--- config.mk ---
export PLATFORM = sky130hd
export DESIGN_NAME = apb_completer_regfile_flat
export DESIGN_NICKNAME = d
export VERILOG_FILES = /design/src/rtl/apb_completer_regfile_pkg.sv /design/src/rtl/apb_completer_regfile_if.sv /design/src/rtl/apb_completer_regfile_strb.sv /design/src/rtl/apb_completer_regfile.sv /design/src/flat_wrapper.sv
export SDC_FILE = /design/constraint.sdc
export NUM_CORES = 1
export LEC_CHECK = 0
export ABC_AREA = 1
export CAP_MARGIN = 10
export CORE_MARGIN = 3
export CORE_UTILIZATION = 66
export DETAILED_ROUTE_END_ITERATION = 7
export HOLD_SLACK_MARGIN = 0.08
export PLACE_DENSITY = 0.9
export SYNTH_ARGS = -nofsm -noshare
export SYNTH_HDL_FRONTEND = slang
export SYNTH_SLANG_ARGS = --single-unit
export TNS_END_PERCENT = 100
--- constraint.sdc ---
create_clock -name PCLK -period 41.2 [get_ports PCLK]
set_input_delay 8.24 -clock PCLK [delete_from_list [all_inputs] [get_ports PCLK]]
set_output_delay 8.24 -clock PCLK [all_outputs]
set_load 0.01 [all_outputs]
--- src/rtl/apb_completer_regfile_pkg.sv ---
// Shared types and address decode for the APB register-file completer.
// APB_PROT_CHECK_EN: upper half of the array is secure-only.
package apb_completer_pkg;

  typedef enum logic [0:0] {
    IDLE   = 1'b0,
    ACCESS = 1'b1
  } state_e;

  localparam logic APB_OKAY   = 1'b0;
  localparam logic APB_SLVERR = 1'b1;

  typedef struct packed {
    logic        err;
    logic [31:0] idx;
  } decode_t;

  function automatic decode_t addr_decode(
    input logic [31:0] addr,
    input logic [31:0] base,
    input logic [31:0] depth,
    input logic [2:0]  prot,
    input logic        nse
  );
    decode_t     d;
    logic [31:0] off;
    logic        unused_prot;
    off   = addr - base;
    d.idx = off >> 2;
    // Offset compare avoids overflow of base + 4*depth.
    d.err = (addr < base)
          | (off >= (depth << 2))
          | (addr[1:0] != 2'b00);
`ifdef APB_PROT_CHECK_EN
    if ((d.idx >= (depth >> 1)) && (prot[1] | nse))
      d.err = 1'b1;
    unused_prot = ^{prot[2], prot[0]};
`else
    unused_prot = ^{prot, nse};
`endif
    return d;
  endfunction

endpackage

--- src/rtl/apb_completer_regfile_if.sv ---
// APB4/APB5 bus bundle between requester (master) and completer (slave).
// Carries select/enable/address/data/strobe/prot requests and the response.
interface apb_completer_regfile_if;
  logic        PSELx;
  logic        PENABLE;
  logic [31:0] PADDR;
  logic        PWRITE;
  logic [31:0] PWDATA;
  logic [3:0]  PSTRB;
  logic [2:0]  PPROT;
  logic        PNSE;
  logic [31:0] PRDATA;
  logic        PREADY;
  logic        PSLVERR;

  modport master (
    output PSELx, PENABLE, PADDR, PWRITE,
    output PWDATA, PSTRB, PPROT, PNSE,
    input  PRDATA, PREADY, PSLVERR
  );

  modport slave (
    input  PSELx, PENABLE, PADDR, PWRITE,
    input  PWDATA, PSTRB, PPROT, PNSE,
    output PRDATA, PREADY, PSLVERR
  );
endinterface

--- src/rtl/apb_completer_regfile_strb.sv ---
// DEPTH x 32 register array: async reset, byte-strobed write, comb read.
// Ports: clk, rst, we/widx/wdata/wstrb write port, ridx/rdata read port.
module apb_regfile_strb
  import apb_completer_pkg::*;
#(
  parameter int unsigned DEPTH = 16,
  parameter int unsigned IDX_W = $clog2(DEPTH)
) (
  input  logic             clk,
  input  logic             rst,
  input  logic             we,
  input  logic [IDX_W-1:0] widx,
  input  logic [31:0]      wdata,
  input  logic [3:0]       wstrb,
  input  logic [IDX_W-1:0] ridx,
  output logic [31:0]      rdata
);

  logic [31:0] mem [DEPTH];

  always_ff @(posedge clk or posedge rst) begin
    if (rst) begin
      for (int i = 0; i < int'(DEPTH); i++)
        mem[i] <= '0;
    end else if (we) begin
      for (int b = 0; b < 4; b++)
        if (wstrb[b])
          mem[widx][8*b +: 8] <= wdata[8*b +: 8];
    end
  end

  assign rdata = mem[ridx];

endmodule

--- src/rtl/apb_completer_regfile.sv ---
// APB completer over a word-addressed register file with wait states.
// Ports: PCLK, PRESET (async, high), bus (slave modport). Macro APB_PROT_CHECK_EN.
module apb_completer_regfile
  import apb_completer_pkg::*;
#(
  parameter int unsigned DEPTH       = 16,
  parameter logic [31:0] BASE_ADDR   = 32'h0000_0000,
  parameter int unsigned WAIT_STATES = 0
) (
  input  logic                    PCLK,
  input  logic                    PRESET,
  apb_completer_regfile_if.slave  bus
);

  localparam int unsigned CNT_W = 4;
  localparam int unsigned IDX_W = $clog2(DEPTH);
  localparam logic [0:0]  ST_IDLE   = IDLE;
  localparam logic [0:0]  ST_ACCESS = ACCESS;
  localparam logic [CNT_W-1:0] CNT_LD =
    CNT_W'(WAIT_STATES);

  logic [0:0]       state_q;
  logic [CNT_W-1:0] cnt_q;
  logic             err_q;
  logic             write_q;
  logic [IDX_W-1:0] idx_q;
  logic [31:0]      wdata_q;
  logic [3:0]       strb_q;
  logic [31:0]      rdata_q;
  logic [31:0]      rd_word;

  decode_t          dec;
  logic [IDX_W-1:0] dec_idx;
  logic             unused_dec;

  logic setup;
  logic access;
  logic ready;
  logic complete;
  logic violation;
  logic we;

  assign dec = addr_decode(bus.PADDR, BASE_ADDR,
                           32'(DEPTH), bus.PPROT,
                           bus.PNSE);
  assign dec_idx    = dec.idx[IDX_W-1:0];
  assign unused_dec = ^dec.idx[31:IDX_W];

  assign setup  = (state_q == ST_IDLE)
                & bus.PSELx & ~bus.PENABLE;
  assign access = (state_q == ST_ACCESS)
                & bus.PSELx & bus.PENABLE;
  assign ready  = (state_q == ST_ACCESS)
                & (cnt_q == '0);
  assign complete = access & ready;
  // Access phase with no preceding setup: answer at once, touch nothing.
  assign violation = ~PRESET & (state_q == ST_IDLE)
                   & bus.PSELx & bus.PENABLE;
  assign we = complete & write_q & ~err_q;

  assign bus.PREADY  = ready | violation;
  assign bus.PSLVERR = complete ? err_q :
                       (violation ? APB_SLVERR : APB_OKAY);
  assign bus.PRDATA  = (complete & ~write_q) ?
                       rdata_q : '0;

  always_ff @(posedge PCLK or posedge PRESET) begin
    if (PRESET) begin
      state_q <= ST_IDLE;
      cnt_q   <= '0;
      err_q   <= 1'b0;
      write_q <= 1'b0;
      idx_q   <= '0;
      wdata_q <= '0;
      strb_q  <= '0;
      rdata_q <= '0;
    end else if (state_q == ST_IDLE) begin
      if (setup) begin
        state_q <= ST_ACCESS;
        cnt_q   <= CNT_LD;
        err_q   <= dec.err;
        write_q <= bus.PWRITE;
        idx_q   <= dec_idx;
        wdata_q <= bus.PWDATA;
        strb_q  <= bus.PSTRB;
        // Snapshot sees any write committed on the previous edge.
        rdata_q <= dec.err ? '0 : rd_word;
      end
    end else begin
      if (!bus.PSELx || complete)
        state_q <= ST_IDLE;
      else if (access)
        cnt_q <= cnt_q - 1'b1;
    end
  end

  apb_regfile_strb #(
    .DEPTH (DEPTH),
    .IDX_W (IDX_W)
  ) u_rf (
    .clk   (PCLK),
    .rst   (PRESET),
    .we    (we),
    .widx  (idx_q),
    .wdata (wdata_q),
    .wstrb (strb_q),
    .ridx  (dec_idx),
    .rdata (rd_word)
  );

endmodule
--- src/flat_wrapper.sv ---
// flat-port wrapper written by rule: the top's interface ports become plain ports
module apb_completer_regfile_flat import apb_completer_pkg::*;
#(
  parameter int unsigned DEPTH       = 16,
  parameter logic [31:0] BASE_ADDR   = 32'h0000_0000,
  parameter int unsigned WAIT_STATES = 0
)
  (PCLK, PRESET, bus_PSELx, bus_PENABLE, bus_PADDR, bus_PWRITE, bus_PWDATA, bus_PSTRB, bus_PPROT, bus_PNSE, bus_PRDATA, bus_PREADY, bus_PSLVERR);
  apb_completer_regfile_if bus_i ();
  input  logic PCLK;
  input  logic PRESET;
  input wire logic [$bits(bus_i.PSELx)-1:0] bus_PSELx;
  input wire logic [$bits(bus_i.PENABLE)-1:0] bus_PENABLE;
  input wire logic [$bits(bus_i.PADDR)-1:0] bus_PADDR;
  input wire logic [$bits(bus_i.PWRITE)-1:0] bus_PWRITE;
  input wire logic [$bits(bus_i.PWDATA)-1:0] bus_PWDATA;
  input wire logic [$bits(bus_i.PSTRB)-1:0] bus_PSTRB;
  input wire logic [$bits(bus_i.PPROT)-1:0] bus_PPROT;
  input wire logic [$bits(bus_i.PNSE)-1:0] bus_PNSE;
  output wire logic [$bits(bus_i.PRDATA)-1:0] bus_PRDATA;
  output wire logic [$bits(bus_i.PREADY)-1:0] bus_PREADY;
  output wire logic [$bits(bus_i.PSLVERR)-1:0] bus_PSLVERR;
  assign bus_i.PSELx = bus_PSELx;
  assign bus_i.PENABLE = bus_PENABLE;
  assign bus_i.PADDR = bus_PADDR;
  assign bus_i.PWRITE = bus_PWRITE;
  assign bus_i.PWDATA = bus_PWDATA;
  assign bus_i.PSTRB = bus_PSTRB;
  assign bus_i.PPROT = bus_PPROT;
  assign bus_i.PNSE = bus_PNSE;
  assign bus_PRDATA = bus_i.PRDATA;
  assign bus_PREADY = bus_i.PREADY;
  assign bus_PSLVERR = bus_i.PSLVERR;
  apb_completer_regfile #(.DEPTH(DEPTH), .BASE_ADDR(BASE_ADDR), .WAIT_STATES(WAIT_STATES)) u_core (.PCLK(PCLK), .PRESET(PRESET), .bus(bus_i));
endmodule
==> impl_metrics.json <==
{
  "worstPathMaxFanout": 32,
  "dieWidth_um": 214.8,
  "grt_total_usage": 0.3592,
  "vias_in_the_first_global_route": 25956,
  "primary_ff_master_synth": "dfrtp_1",
  "yosys_register_bits": 591,
  "antennaDiodeCount": 0,
  "crit_type": "input pin to output port",
  "synth_async_sr_flop_share": 1.000,
  "coreArea_sq_um": 42510,
  "tritoncts": "yes",
  "numCtsBuffers": 61,
  "mappedNetlistNets": 3862,
  "syn-cell-area_sq_um": 28790,
  "clock_tree.htree_level_count": 2,
  "cp.required_ns": 32.96,
  "post_layout_min_period_ns": 19.13,
  "syn_to_final_growth_pct": 10.72,
  "maxCapViolations": 0,
  "core.rowCount": 75,
  "crit_arrival_ns": 10.89,
  "grt_overflow": 0,
  "setup_viol_count_final": 0,
  "route.detailed.drc": 0,
  "quantity_of_gates_resized_following_cts": 0,
  "clock-root-buffer": "clkbuf_16",
  "power.leakage_nw": 16.35,
  "synth_cells": 3784,
  "cts.sink_count": 591,
  "rsz0062_at_grt": "no",
  "min_path_type": "flop to flop",
  "placement.io_buffers": 106,
  "drt_iter0_drc": 3891,
  "layout.filler_cells": 3008,
  "count_of_different_cell_masters_after_synthesis": 24,
  "drive_gt1_frac": 0.05924,
  "ant_nets": 0,
  "hold_viol_final": 0,
  "totalPowerFinal_mw": 1.330,
  "vias": 26534,
  "setup_crit_end_kind": "output port",
  "dpl.hpwl_mm": 47.96,
  "irDropWorstVdd_uv": 41.36,
  "ys.warnings.count": 0,
  "register_area_sq_um": 14790,
  "tns_ns": 0,
  "antenna_violations_before_repair": 0,
  "floorplan.io_pins": 111,
  "slew_viol_final": 0,
  "synth.yosys.seq_area_share": 0.5138,
  "final_nets": 3808,
  "tightestPinTransition_ns": 1.191,
  "clk_path_buf_depth": 3,
  "place_congestion": 0.8553,
  "highest_clock_rate_mhz": 52.27,
  "hold_ws_ns": 0.4698,
  "die_h_um": 214.8,
  "cts_hold_buf": 0,
  "clock_latency_on_the_worst_skew_pair_ns": 0.64,
  "initial_core_utilization": 0.6771,
  "fin_crit_sh": 0.4643,
  "drt-wirelength-per-cell_um": 19.11,
  "power-per-cell-area_nw_per_um2": 41.74,
  "first_pass_iters": 6,
  "wirelength_mm": 83.27,
  "post-cts-setup-buffers": 0,
  "clkSlewWorstSetupHoldPaths_ns": 0.06,
  "pin_count_of_the_biggest_net_entering_global_routing": 181,
  "multi_input_comb_area_sq_um": 12710,
  "grt_pass1_wl_mm": 134.2,
  "clock-skew-final_ns": 0.02540,
  "postSynthAreaPerCell_sq_um": 7.607,
  "outcome": "completed",
  "dieArea_sq_um": 46160,
  "synth_edf_count": 0,
  "worst_slew_margin_rel": 0.2038,
  "vias_per_cell": 6.089,
  "critPathLaunchType": "input pin"
}
## metrics by stage
step	utilization	area, sq um	instances	setup slack (ns)
floorplan	-	28790	3784	11.05
global placement	0.7005	29780	4244	22.25
finish	0.7497	31870	4358	22.07
detailed placement	0.7005	29780	4244	22.06
global route	0.7497	31870	4358	21.88
CTS	0.7497	31870	4358	22.05
## power by group
group	internal [mW]	switching (mW)	total, mW
registers	0.590	0.0564	0.646
clock network	0.340	0.234	0.573
logic	0.0274	0.0835	0.111
total	0.957	0.373	1.33
## critical path: stages
cell             delay [ns]
clkdlybuf4s50_1        0.57
nand2_1                0.10
nor2_2                 0.23
nand3_2                0.68
nor2_1                 0.41
clkdlybuf4s50_1        0.63
## cells in the mapped netlist (5+ instances only)
master / number / area [sq um]
a21oi_1: 7 / 35.03
buf_1: 21 / 78.83
buf_2: 21 / 105.1
buf_4: 19 / 142.6
clkbuf_1: 184 / 690.7
clkinv_1: 15 / 56.30
dfrtp_1: 591 / 14790
inv_1: 55 / 206.5
mux2_2: 33 / 371.6
nand2_1: 1976 / 7417
nand3_1: 595 / 2978
nand3_2: 8 / 80.08
nand4_1: 121 / 757.0
nor2_1: 77 / 289.0
nor2_2: 5 / 31.28
nor3_4: 36 / 585.6
o21ai_0: 10 / 50.05
## per-layer routing
| layer | up-vias | routed length (um) | global-route usage |
|---|---|---|---|
| met5 | - | 0 | 0 |
| met1 | 12458 | 30900 | 0.4733 |
| met3 | 314 | 10100 | 0.08475 |
| met4 | 0 | 4126 | 0.1807 |
| met2 | 1744 | 38140 | 0.5634 |
| li1 | 12018 | - | - |
## registers in the layout, summed over array words and instances, names as in the netlist
name             cells
u_core.u_rf.mem    512
u_core.rdata_q      32
u_core.wdata_q      32
u_core.cnt_q         4
u_core.idx_q         4
u_core.strb_q        4
u_core.err_q         1
u_core.state_q       1
u_core.write_q       1
## area by class of cell
| type | count | area share |
|---|---|---|
| repair buffers | 130 | 0.03961 |
| well taps | 577 | 0.02265 |
| flip-flops and latches | 591 | 0.4642 |
| inverters | 72 | 0.009069 |
| clock buffers | 89 | 0.05657 |
| multi-input cells | 2874 | 0.3988 |
| clock inverters | 25 | 0.009108 |
## kinds of logic after synthesis
| group | after synthesis | synth area share |
|---|---|---|
| AOI/OAI and AO/OA | 17 | 0.002956 |
| xor gates and xnor gates | 2 | 0.0006086 |
| adders and majority gates | 1 | 0.0004346 |
| buffers and inverters | 319 | 0.04551 |
| DFF | 591 | 0.5138 |
| muxes | 33 | 0.01291 |
| and+or+nand+nor | 2821 | 0.4238 |
## cells in the final DEF (no fill, tap or decap)
master	instances
clkbuf_16	62
nor2_8	2
dfrtp_4	1
ha_1	1
clkdlybuf4s50_1	103
inv_1	52
clkinv_8	1
inv_6	1
inv_8	2
clkinv_1	14
nand3_4	1
nor3_4	36
nand3_1	593
a21oi_1	7
inv_4	1
mux2_2	33
nand4_4	1
buf_12	2
buf_4	23
xnor2_1	1
inv_2	2
xor2_1	1
nand3_2	9
dfrtp_1	590
clkbuf_1	12
nand4_1	121
clkinv_2	18
nor2_1	76
nand2_1	1976
o21ai_0	10
buf_2	1
nor2_4	1
bufinv_16	6
nor2_2	5
clkbuf_8	16
## path summary, 6_finish.rpt
kind	slack [ns]	startpoint	end	cells past startpoint
hold reg to reg	0.47	u_core.u_rf.mem[346]	u_core.u_rf.mem[346]	2
hold / removal	0.47	u_core.u_rf.mem[346]	u_core.u_rf.mem[346]	2
setup / recovery	22.07	bus_PSELx	bus_PRDATA[16]	6
setup reg to reg	37.28	u_core.cnt_q[0]	u_core.u_rf.mem[379]	10
max in group asynchronous	30.33	PRESET	u_core.wdata_q[4]	5
min in group asynchronous	8.02	PRESET	u_core.rdata_q[20]	2
No activity file was read; power rests on OpenSTA's default activity.
